### src/rtl/imem_loader_if.sv
// ---------------------------------------------------------------------------
// imem_loader_if
//
// Bundles the two buses of the instruction-memory loader:
//   * byte stream in  : in_valid, in_data[7:0], in_last  (source -> loader)
//                       in_ready                         (loader -> source)
//   * memory write    : wr_en, wr_addr[ADDR_W-1:0], wr_data[31:0]
//                                                        (loader -> memory)
//
// Modports:
//   master - the environment side (byte source plus instruction memory)
//   slave  - the loader itself
// ---------------------------------------------------------------------------
interface imem_loader_if #(
    parameter int ADDR_W = 8
);
    logic              in_valid;
    logic [7:0]        in_data;
    logic              in_last;
    logic              in_ready;

    logic              wr_en;
    logic [ADDR_W-1:0] wr_addr;
    logic [31:0]       wr_data;

    modport master (
        output in_valid,
        output in_data,
        output in_last,
        input  in_ready,
        input  wr_en,
        input  wr_addr,
        input  wr_data
    );

    modport slave (
        input  in_valid,
        input  in_data,
        input  in_last,
        output in_ready,
        output wr_en,
        output wr_addr,
        output wr_data
    );
endinterface

### src/rtl/imem_loader.sv
// ---------------------------------------------------------------------------
// imem_loader
//
// Fills the instruction store of the single-cycle datapath. Bytes arrive on a
// valid/ready stream, are packed big-endian (first byte -> [31:24]) into
// 32-bit words and written at byte addresses 0, 4, 8, ... . The CPU is held
// (cpu_run = 0) until a complete image has been written.
//
// Ports:
//   clk       in   system clock, rising edge
//   rst_n     in   asynchronous active-low reset
//   load_req  in   one-cycle pulse starting a new image load
//   bus       slave modport of imem_loader_if (byte stream + memory write)
//   cpu_run   out  1 = image valid, PC may advance
//   words     out  number of words written by the current/last load
//   ovf       out  image was longer than WORDS words
// ---------------------------------------------------------------------------
module imem_loader #(
    parameter int ADDR_W = 8,
    parameter int WORDS  = 64
) (
    input  logic              clk,
    input  logic              rst_n,
    input  logic              load_req,
    imem_loader_if.slave      bus,
    output logic              cpu_run,
    output logic [6:0]        words,
    output logic              ovf
);

    typedef enum logic [1:0] {
        IDLE,
        ASSEMBLE,
        WRITE,
        DONE
    } state_t;

    // Address of the final word slot; writing here without in_last ends the load.
    localparam logic [ADDR_W-1:0] LAST_ADDR = ADDR_W'(4 * (WORDS - 1));

    state_t            state;
    state_t            next_state;

    logic [ADDR_W-1:0] addr;
    logic [1:0]        byte_cnt;
    logic [31:0]       word_buf;
    logic              last_seen;

    logic              accept;
    logic              at_end;
    logic              start;

    assign accept = (state == ASSEMBLE) && bus.in_valid;
    assign at_end = (addr == LAST_ADDR);
    // load_req only has an effect from the two resting states.
    assign start  = load_req && ((state == IDLE) || (state == DONE));

    // State register
    always_ff @(posedge clk or negedge rst_n) begin
        if (!rst_n) begin
            state <= IDLE;
        end else begin
            state <= next_state;
        end
    end

    // Next-state logic
    always_comb begin
        next_state = state;
        case (state)
            IDLE: begin
                if (load_req) begin
                    next_state = ASSEMBLE;
                end
            end
            ASSEMBLE: begin
                if (accept && ((byte_cnt == 2'd3) || bus.in_last)) begin
                    next_state = WRITE;
                end
            end
            WRITE: begin
                if (last_seen || at_end) begin
                    next_state = DONE;
                end else begin
                    next_state = ASSEMBLE;
                end
            end
            DONE: begin
                if (load_req) begin
                    next_state = ASSEMBLE;
                end
            end
            default: next_state = IDLE;
        endcase
    end

    // Word assembly, address/word counters and overflow flag
    always_ff @(posedge clk or negedge rst_n) begin
        if (!rst_n) begin
            addr      <= '0;
            byte_cnt  <= 2'd0;
            word_buf  <= 32'd0;
            last_seen <= 1'b0;
            words     <= 7'd0;
            ovf       <= 1'b0;
        end else if (start) begin
            addr      <= '0;
            byte_cnt  <= 2'd0;
            word_buf  <= 32'd0;
            last_seen <= 1'b0;
            words     <= 7'd0;
            ovf       <= 1'b0;
        end else if (accept) begin
            // Bytes land in their final big-endian lane, so a word cut short
            // by in_last is already zero-padded in its low bytes.
            case (byte_cnt)
                2'd0:    word_buf[31:24] <= bus.in_data;
                2'd1:    word_buf[23:16] <= bus.in_data;
                2'd2:    word_buf[15:8]  <= bus.in_data;
                default: word_buf[7:0]   <= bus.in_data;
            endcase
            byte_cnt <= byte_cnt + 2'd1;
            if (bus.in_last) begin
                last_seen <= 1'b1;
            end
        end else if (state == WRITE) begin
            addr     <= addr + ADDR_W'(4);
            words    <= words + 7'd1;
            byte_cnt <= 2'd0;
            word_buf <= 32'd0;
            if (!last_seen && at_end) begin
                ovf <= 1'b1;
            end
        end
    end

    // Outputs are decoded from registered state only; the write bus is
    // forced to zero outside WRITE so wr_addr never shows the wrapped addr.
    assign bus.in_ready = (state == ASSEMBLE);
    assign bus.wr_en    = (state == WRITE);
    assign bus.wr_addr  = (state == WRITE) ? addr : '0;
    assign bus.wr_data  = (state == WRITE) ? word_buf : 32'd0;
    assign cpu_run      = (state == DONE);

endmodule

### src/flat_wrapper.sv
// flat-port wrapper written by rule: the top's interface ports become plain ports
module imem_loader_flat 
#(
    parameter int ADDR_W = 8,
    parameter int WORDS  = 64
)
  (clk, rst_n, load_req, cpu_run, words, ovf, bus_in_valid, bus_in_data, bus_in_last, bus_in_ready, bus_wr_en, bus_wr_addr, bus_wr_data);
  imem_loader_if #(.ADDR_W(ADDR_W)) bus_i ();
  input  logic clk;
  input  logic rst_n;
  input  logic load_req;
  output logic cpu_run;
  output logic [6:0] words;
  output logic ovf;
  input wire logic [$bits(bus_i.in_valid)-1:0] bus_in_valid;
  input wire logic [$bits(bus_i.in_data)-1:0] bus_in_data;
  input wire logic [$bits(bus_i.in_last)-1:0] bus_in_last;
  output wire logic [$bits(bus_i.in_ready)-1:0] bus_in_ready;
  output wire logic [$bits(bus_i.wr_en)-1:0] bus_wr_en;
  output wire logic [$bits(bus_i.wr_addr)-1:0] bus_wr_addr;
  output wire logic [$bits(bus_i.wr_data)-1:0] bus_wr_data;
  assign bus_i.in_valid = bus_in_valid;
  assign bus_i.in_data = bus_in_data;
  assign bus_i.in_last = bus_in_last;
  assign bus_in_ready = bus_i.in_ready;
  assign bus_wr_en = bus_i.wr_en;
  assign bus_wr_addr = bus_i.wr_addr;
  assign bus_wr_data = bus_i.wr_data;
  imem_loader #(.ADDR_W(ADDR_W), .WORDS(WORDS)) u_core (.clk(clk), .rst_n(rst_n), .load_req(load_req), .bus(bus_i), .cpu_run(cpu_run), .words(words), .ovf(ovf));
endmodule
### config.mk
export PLATFORM = sky130hd
export DESIGN_NAME = imem_loader_flat
export DESIGN_NICKNAME = d
export VERILOG_FILES = /design/src/rtl/imem_loader_if.sv /design/src/rtl/imem_loader.sv /design/src/flat_wrapper.sv
export SDC_FILE = /design/constraint.sdc
export NUM_CORES = 1
export LEC_CHECK = 0
export CAP_MARGIN = 20
export CELL_PAD_IN_SITES_DETAIL_PLACEMENT = 1
export CELL_PAD_IN_SITES_GLOBAL_PLACEMENT = 2
export CORE_ASPECT_RATIO = 1.75
export CORE_MARGIN = 10
export CORE_UTILIZATION = 34
export CTS_CLUSTER_DIAMETER = 100
export DETAILED_ROUTE_END_ITERATION = 8
export PLACE_DENSITY = 0.86
export SETUP_SLACK_MARGIN = 0.1
export SLEW_MARGIN = 20
export SYNTH_ARGS = -nofsm -noshare
export SYNTH_HDL_FRONTEND = slang
export SYNTH_SLANG_ARGS = --single-unit
### constraint.sdc
create_clock -name clk -period 4.2 [get_ports clk]
set_input_delay 1.05 -clock clk [delete_from_list [all_inputs] [get_ports clk]]
set_output_delay 1.05 -clock clk [all_outputs]
set_load 0.03 [all_outputs]
# Word level (Yosys, flattened, before mapping)
# Index checks and enable logic that the tools add are counted.
[word_totals] elab_cells=81 input_bits=13 output_inout_bits=51 ff_bits=53
[op_classes] n_eq_ne=14 addsub=3 n_mux=29 reduce_logical=25
[ops] op="$mux W32" n=4
[ops] op="$mux W8" n=8
[ops] op="$mux W7" n=3
[ops] op="$reduce_and A2 Y1" n=7
[ops] op="$mux W2" n=6
[ops] op="$ne A3 B3 Y1 const B" n=4
[ops] op="$add A8 B3 Y8 const B" n=1
[ops] op="$eq A2 B2 Y1 const B" n=4
[ops] op="$eq A8 B8 Y1 const B" n=1
[ops] op="$reduce_bool A2 Y1" n=4
[ops] op="$add A7 B1 Y7 const B" n=1
[ops] op="$mux W1" n=7
[ops] op="$pmux W2 S3" n=1
[ops] op="$eq A2 B1 Y1 const B" n=2
[ops] op="$logic_and A1 B1 Y1" n=4
[ops] op="$logic_not A2 Y1" n=2
[ops] op="$ne A2 B1 Y1 const B" n=2
[ops] op="$logic_or A1 B1 Y1" n=3
[ops] op="$reduce_and A3 Y1" n=1
[ops] op="$reduce_bool A3 Y1" n=1
[ops] op="$reduce_or A3 Y1" n=1
[ops] op="$add A2 B1 Y2 const B" n=1
[ops] op="$ne A2 B2 Y1 const B" n=1
[ops] op="$reduce_or A2 Y1" n=1
[ops] op="$logic_not A1 Y1" n=1

# Logic depth before layout (Yosys ltp)
[logic_depth] word_depth=6 mapped_depth=7

# Worst setup path before layout
# OpenSTA, ideal clock, no wires.
[synth_path] path_type="register to output" from="register u_core.state[0]" to="output port bus_wr_addr[7]" t_required_ns=3.150 setup_slack_ns=1.709 path_buffers=1 path_stages_with_launch=5 arrival_ns=1.441 path_cell_list="dfrtp_1 > inv_1 > ha_1 > clkbuf_1 > and2_1"
[synth_between] elab_chain_len=2
[synth_lines] element="start, declared" line="imem_loader.sv:41" text="state_t state;"
[synth_lines] element="start signal, assigned" line="imem_loader.sv:63" text="state <= next_state;"
[synth_lines] element="$eq A2 B2 Y1"
[synth_lines] element="named net bus_wr_en" line="flat_wrapper.sv:19" text="output wire logic [$bits(bus_i.wr_en)-1:0] bus_wr_en;"
[synth_lines] element="$mux W8" line="imem_loader.sv:141" text="assign bus.wr_addr = (state == WRITE) ? addr : '0;"
[synth_lines] element="end, declared" line="flat_wrapper.sv:20" text="output wire logic [$bits(bus_i.wr_addr)-1:0] bus_wr_addr;"
# The timed path passes the listed nets, and every way through them passes these cells.

# Worst setup path after layout
[layout_path] from="register u_core.state[0]" to="output port bus_wr_data[8]"
[layout_between] elab_chain_len=2
[layout_lines] element="$eq A2 B2 Y1" line="imem_loader.sv:142" text="assign bus.wr_data = (state == WRITE) ? word_buf : 32'd0;"
[layout_lines] element="$mux W32" line="imem_loader.sv:142"
[layout_lines] element="end, declared" line="flat_wrapper.sv:21" text="output wire logic [$bits(bus_i.wr_data)-1:0] bus_wr_data;"
# No other way between the ends.

==> results.json <==
{
  "status": "completed",
  "cts_resized": 0,
  "synth_edf_count": 0,
  "cts_hold_buf": 0,
  "antennaDiodeCount": 0,
  "min_path_type": "reg -> reg",
  "synth_seq_cells": 51,
  "drcViolationCount": 0,
  "gp_congestion": 0.734,
  "cp-startpoint": "u_core.state[0]",
  "io_pins": 64,
  "fin_crit_ps": 3460,
  "antenna_found_initial": 0,
  "worstSkewPairLatency_ps": 290,
  "cts_buffers": 5,
  "tns_ps": 0,
  "syn_area_per_cell_um2": 11.7,
  "first_pass_iters": 4,
  "clk_path_buf_depth": 2,
  "startpoint_type": "flip-flop",
  "power.switching_uw": 784,
  "most-common-layout-cells": "60 x clkdlybuf4s50_1, 51 x dfrtp_1, 39 x and2_1",
  "viasPerCell": 5.15,
  "setup_violations": 0,
  "path_max_fanout": 31,
  "yosys_warnings": 0,
  "rsz0062_at_grt": "false",
  "crit_type": "reg -> out",
  "final_hold_viol_count": 0,
  "p_seq_frac": 0.372,
  "worstMarginPinSlew_ps": 898,
  "syn_to_final_growth_pct": 27.0,
  "crit_chain": "inv_1 > ha_1 > buf_4 > and2_1 > clkdlybuf4s50_1",
  "max_stage_delay_ps": 680,
  "vias": 1988,
  "netlist_area_um2": 2800,
  "synthArstFlopShare": 1.00,
  "die_area_um2": 12400,
  "cts_setup_buffers": 0,
  "p_clk_frac": 0.187,
  "start_util": 0.352,
  "power_frac_comb": 0.441,
  "fin_nets": 318,
  "core_um2": 7960,
  "cp_top_family": "buffers and inverters",
  "synth_cell_type_count": 36,
  "cp-end-kind": "primary output",
  "wl_per_cell_um": 18.8,
  "skew_ps": 6.59,
  "cap_violations": 0,
  "rr_startpoint": "u_core.state[0]",
  "yosysTopAreaCell": "dfrtp_1",
  "dp_slack_ps": 1040,
  "drive_gt1_frac": 0.152,
  "ys_seq_area_frac": 0.455,
  "slew_headroom": 0.401,
  "clkTransAtPathRegs_ps": 70,
  "io_buffers": 61,
  "grt_pass1_wl_um": 11700,
  "rows": 43,
  "r2r_setup_slack_ps": 1860,
  "crit_path_top_delay_cell": "clkdlybuf4s50_1",
  "cts_tree": "built",
  "path_buf_inv": 3,
  "p_int_uw": 1340,
  "vdd_drop_max_v": 0.000187,
  "detail-route-antenna-nets": 0,
  "fin_ws_ps": 743,
  "rr_worst_depth": 5,
  "crit_cells": 5,
  "hpwl_um": 5520,
  "totalWireLength_um": 7270,
  "synth_top_area_frac": 0.455,
  "swShare": 0.369,
  "grt_usage": 0.120,
  "synthTopCellsByArea": "dfrtp_1 46%, mux2_4 17%, and2_1 8.7%, ha_1 4.5%, buf_6 2.4%",
  "post-route-period-util": 0.823,
  "ys.flop_type": "dfrtp_1",
  "grt_max_degree": 40,
  "clock_sinks": 51,
  "reg2reg_to": "u_core.word_buf[6]",
  "grt_pass1_vias": 2184,
  "synthCells": 240,
  "pwr_density_cell_nw_per_um2": 597,
  "htree_levels": 2,
  "n_fill_cell": 861,
  "cts_root_buf": "clkbuf_16",
  "endpoint": "bus_wr_data[8]",
  "crit_arrival_ps": 2410,
  "final_max_slew_viol_count": 0,
  "final_common_cell": "clkdlybuf4s50_1",
  "die_x_um": 88.6,
  "drtIter0Drc": 52,
  "grt_overflow": 0,
  "p_leak_uw": 0.00169,
  "crit_required_ps": 3150,
  "fmax_mhz": 289,
  "die_h_um": 140
}
flip-flops by register name, summed over array words and instances (netlist names):
signal	count
u_core.byte_cnt	2
u_core.word_buf	32
u_core.ovf	1
u_core.words	7
u_core.state	2
u_core.last_seen	1
u_core.addr	6
power by group through the flow:
| stage | combinational (µW) | sequential (µW) | clock, µW |
|---|---|---|---|
| final | 936 | 791 | 397 |
| after global routing | 1010 | 819 | 426 |
| after CTS | 953 | 793 | 408 |
| after detailed placement | 946 | 800 | 0 |
| after global placement | 929 | 789 | 0 |
| after floorplan | 774 | 764 | 0 |
stage by stage:
stage | total power, µW | cells | hold WS [ps] | cell area [µm²] | util
2_1_floorplan | 1540 | 241 | 455 | 2810 | -
3_3_place_gp | 1720 | 378 | 488 | 3420 | 0.430
3_5_place_dp | 1750 | 378 | 489 | 3420 | 0.430
4_1_cts | 2150 | 386 | 508 | 3560 | 0.447
5_1_grt | 2260 | 386 | 517 | 3560 | 0.447
6_report | 2120 | 386 | 500 | 3560 | 0.447
routing by layer:
layer,vias to the layer above,GRT usage,share of wire
met3,9,0.0250,0.046
met1,988,0.117,0.38
met2,51,0.226,0.55
met4,0,0.0547,0.023
li1,940,-,-
met5,-,0,0
cell type report:
type	count	area [µm²]	area share
Inverter	7	26.3	0.00738
Clock buffer	7	133	0.0373
Timing Repair Buffer	63	621	0.174
Tap cell	90	113	0.0316
Clock inverter	1	5.00	0.00141
Sequential cell	51	1280	0.359
Multi-Input combinational cell	167	1390	0.389
cells by family after synthesis:
| group | after synthesis | share of synthesized area |
|---|---|---|
| buf+inv | 23 | 0.0518 |
| xor+xnor | 2 | 0.00625 |
| flops | 51 | 0.455 |
| fa+ha+maj | 10 | 0.0446 |
| other cells | 1 | 0.00134 |
| mux | 33 | 0.175 |
| compound gates | 28 | 0.0799 |
| simple gates | 92 | 0.186 |
how the worst min path moves through the flow:
stage                             from                 end  slack (ps)  cells past startpoint
finish                u_core.last_seen          u_core.ovf         500                      1
global route        u_core.word_buf[1]  u_core.word_buf[1]         520                      1
CTS                   u_core.last_seen          u_core.ovf         510                      1
detailed placement  u_core.word_buf[2]  u_core.word_buf[2]         490                      1
global placement    u_core.word_buf[7]  u_core.word_buf[7]         490                      1
floorplan             u_core.last_seen          u_core.ovf         450                      1
synthesized netlist by cell type, types with 2 or more instances:
master / number
mux2_4: 32
nand3_1: 11
o21ai_0: 3
ha_1: 10
nand2_1: 15
nor2_1: 5
o41ai_1: 3
o211ai_1: 6
nand2b_1: 3
or4_1: 6
buf_6: 6
a211o_1: 4
a21oi_1: 3
buf_4: 3
and2_1: 39
xnor2_1: 2
dfrtp_1: 51
and3_1: 9
clkbuf_1: 5
inv_1: 7
o311ai_0: 2
(Power assumes the default switching activity.)
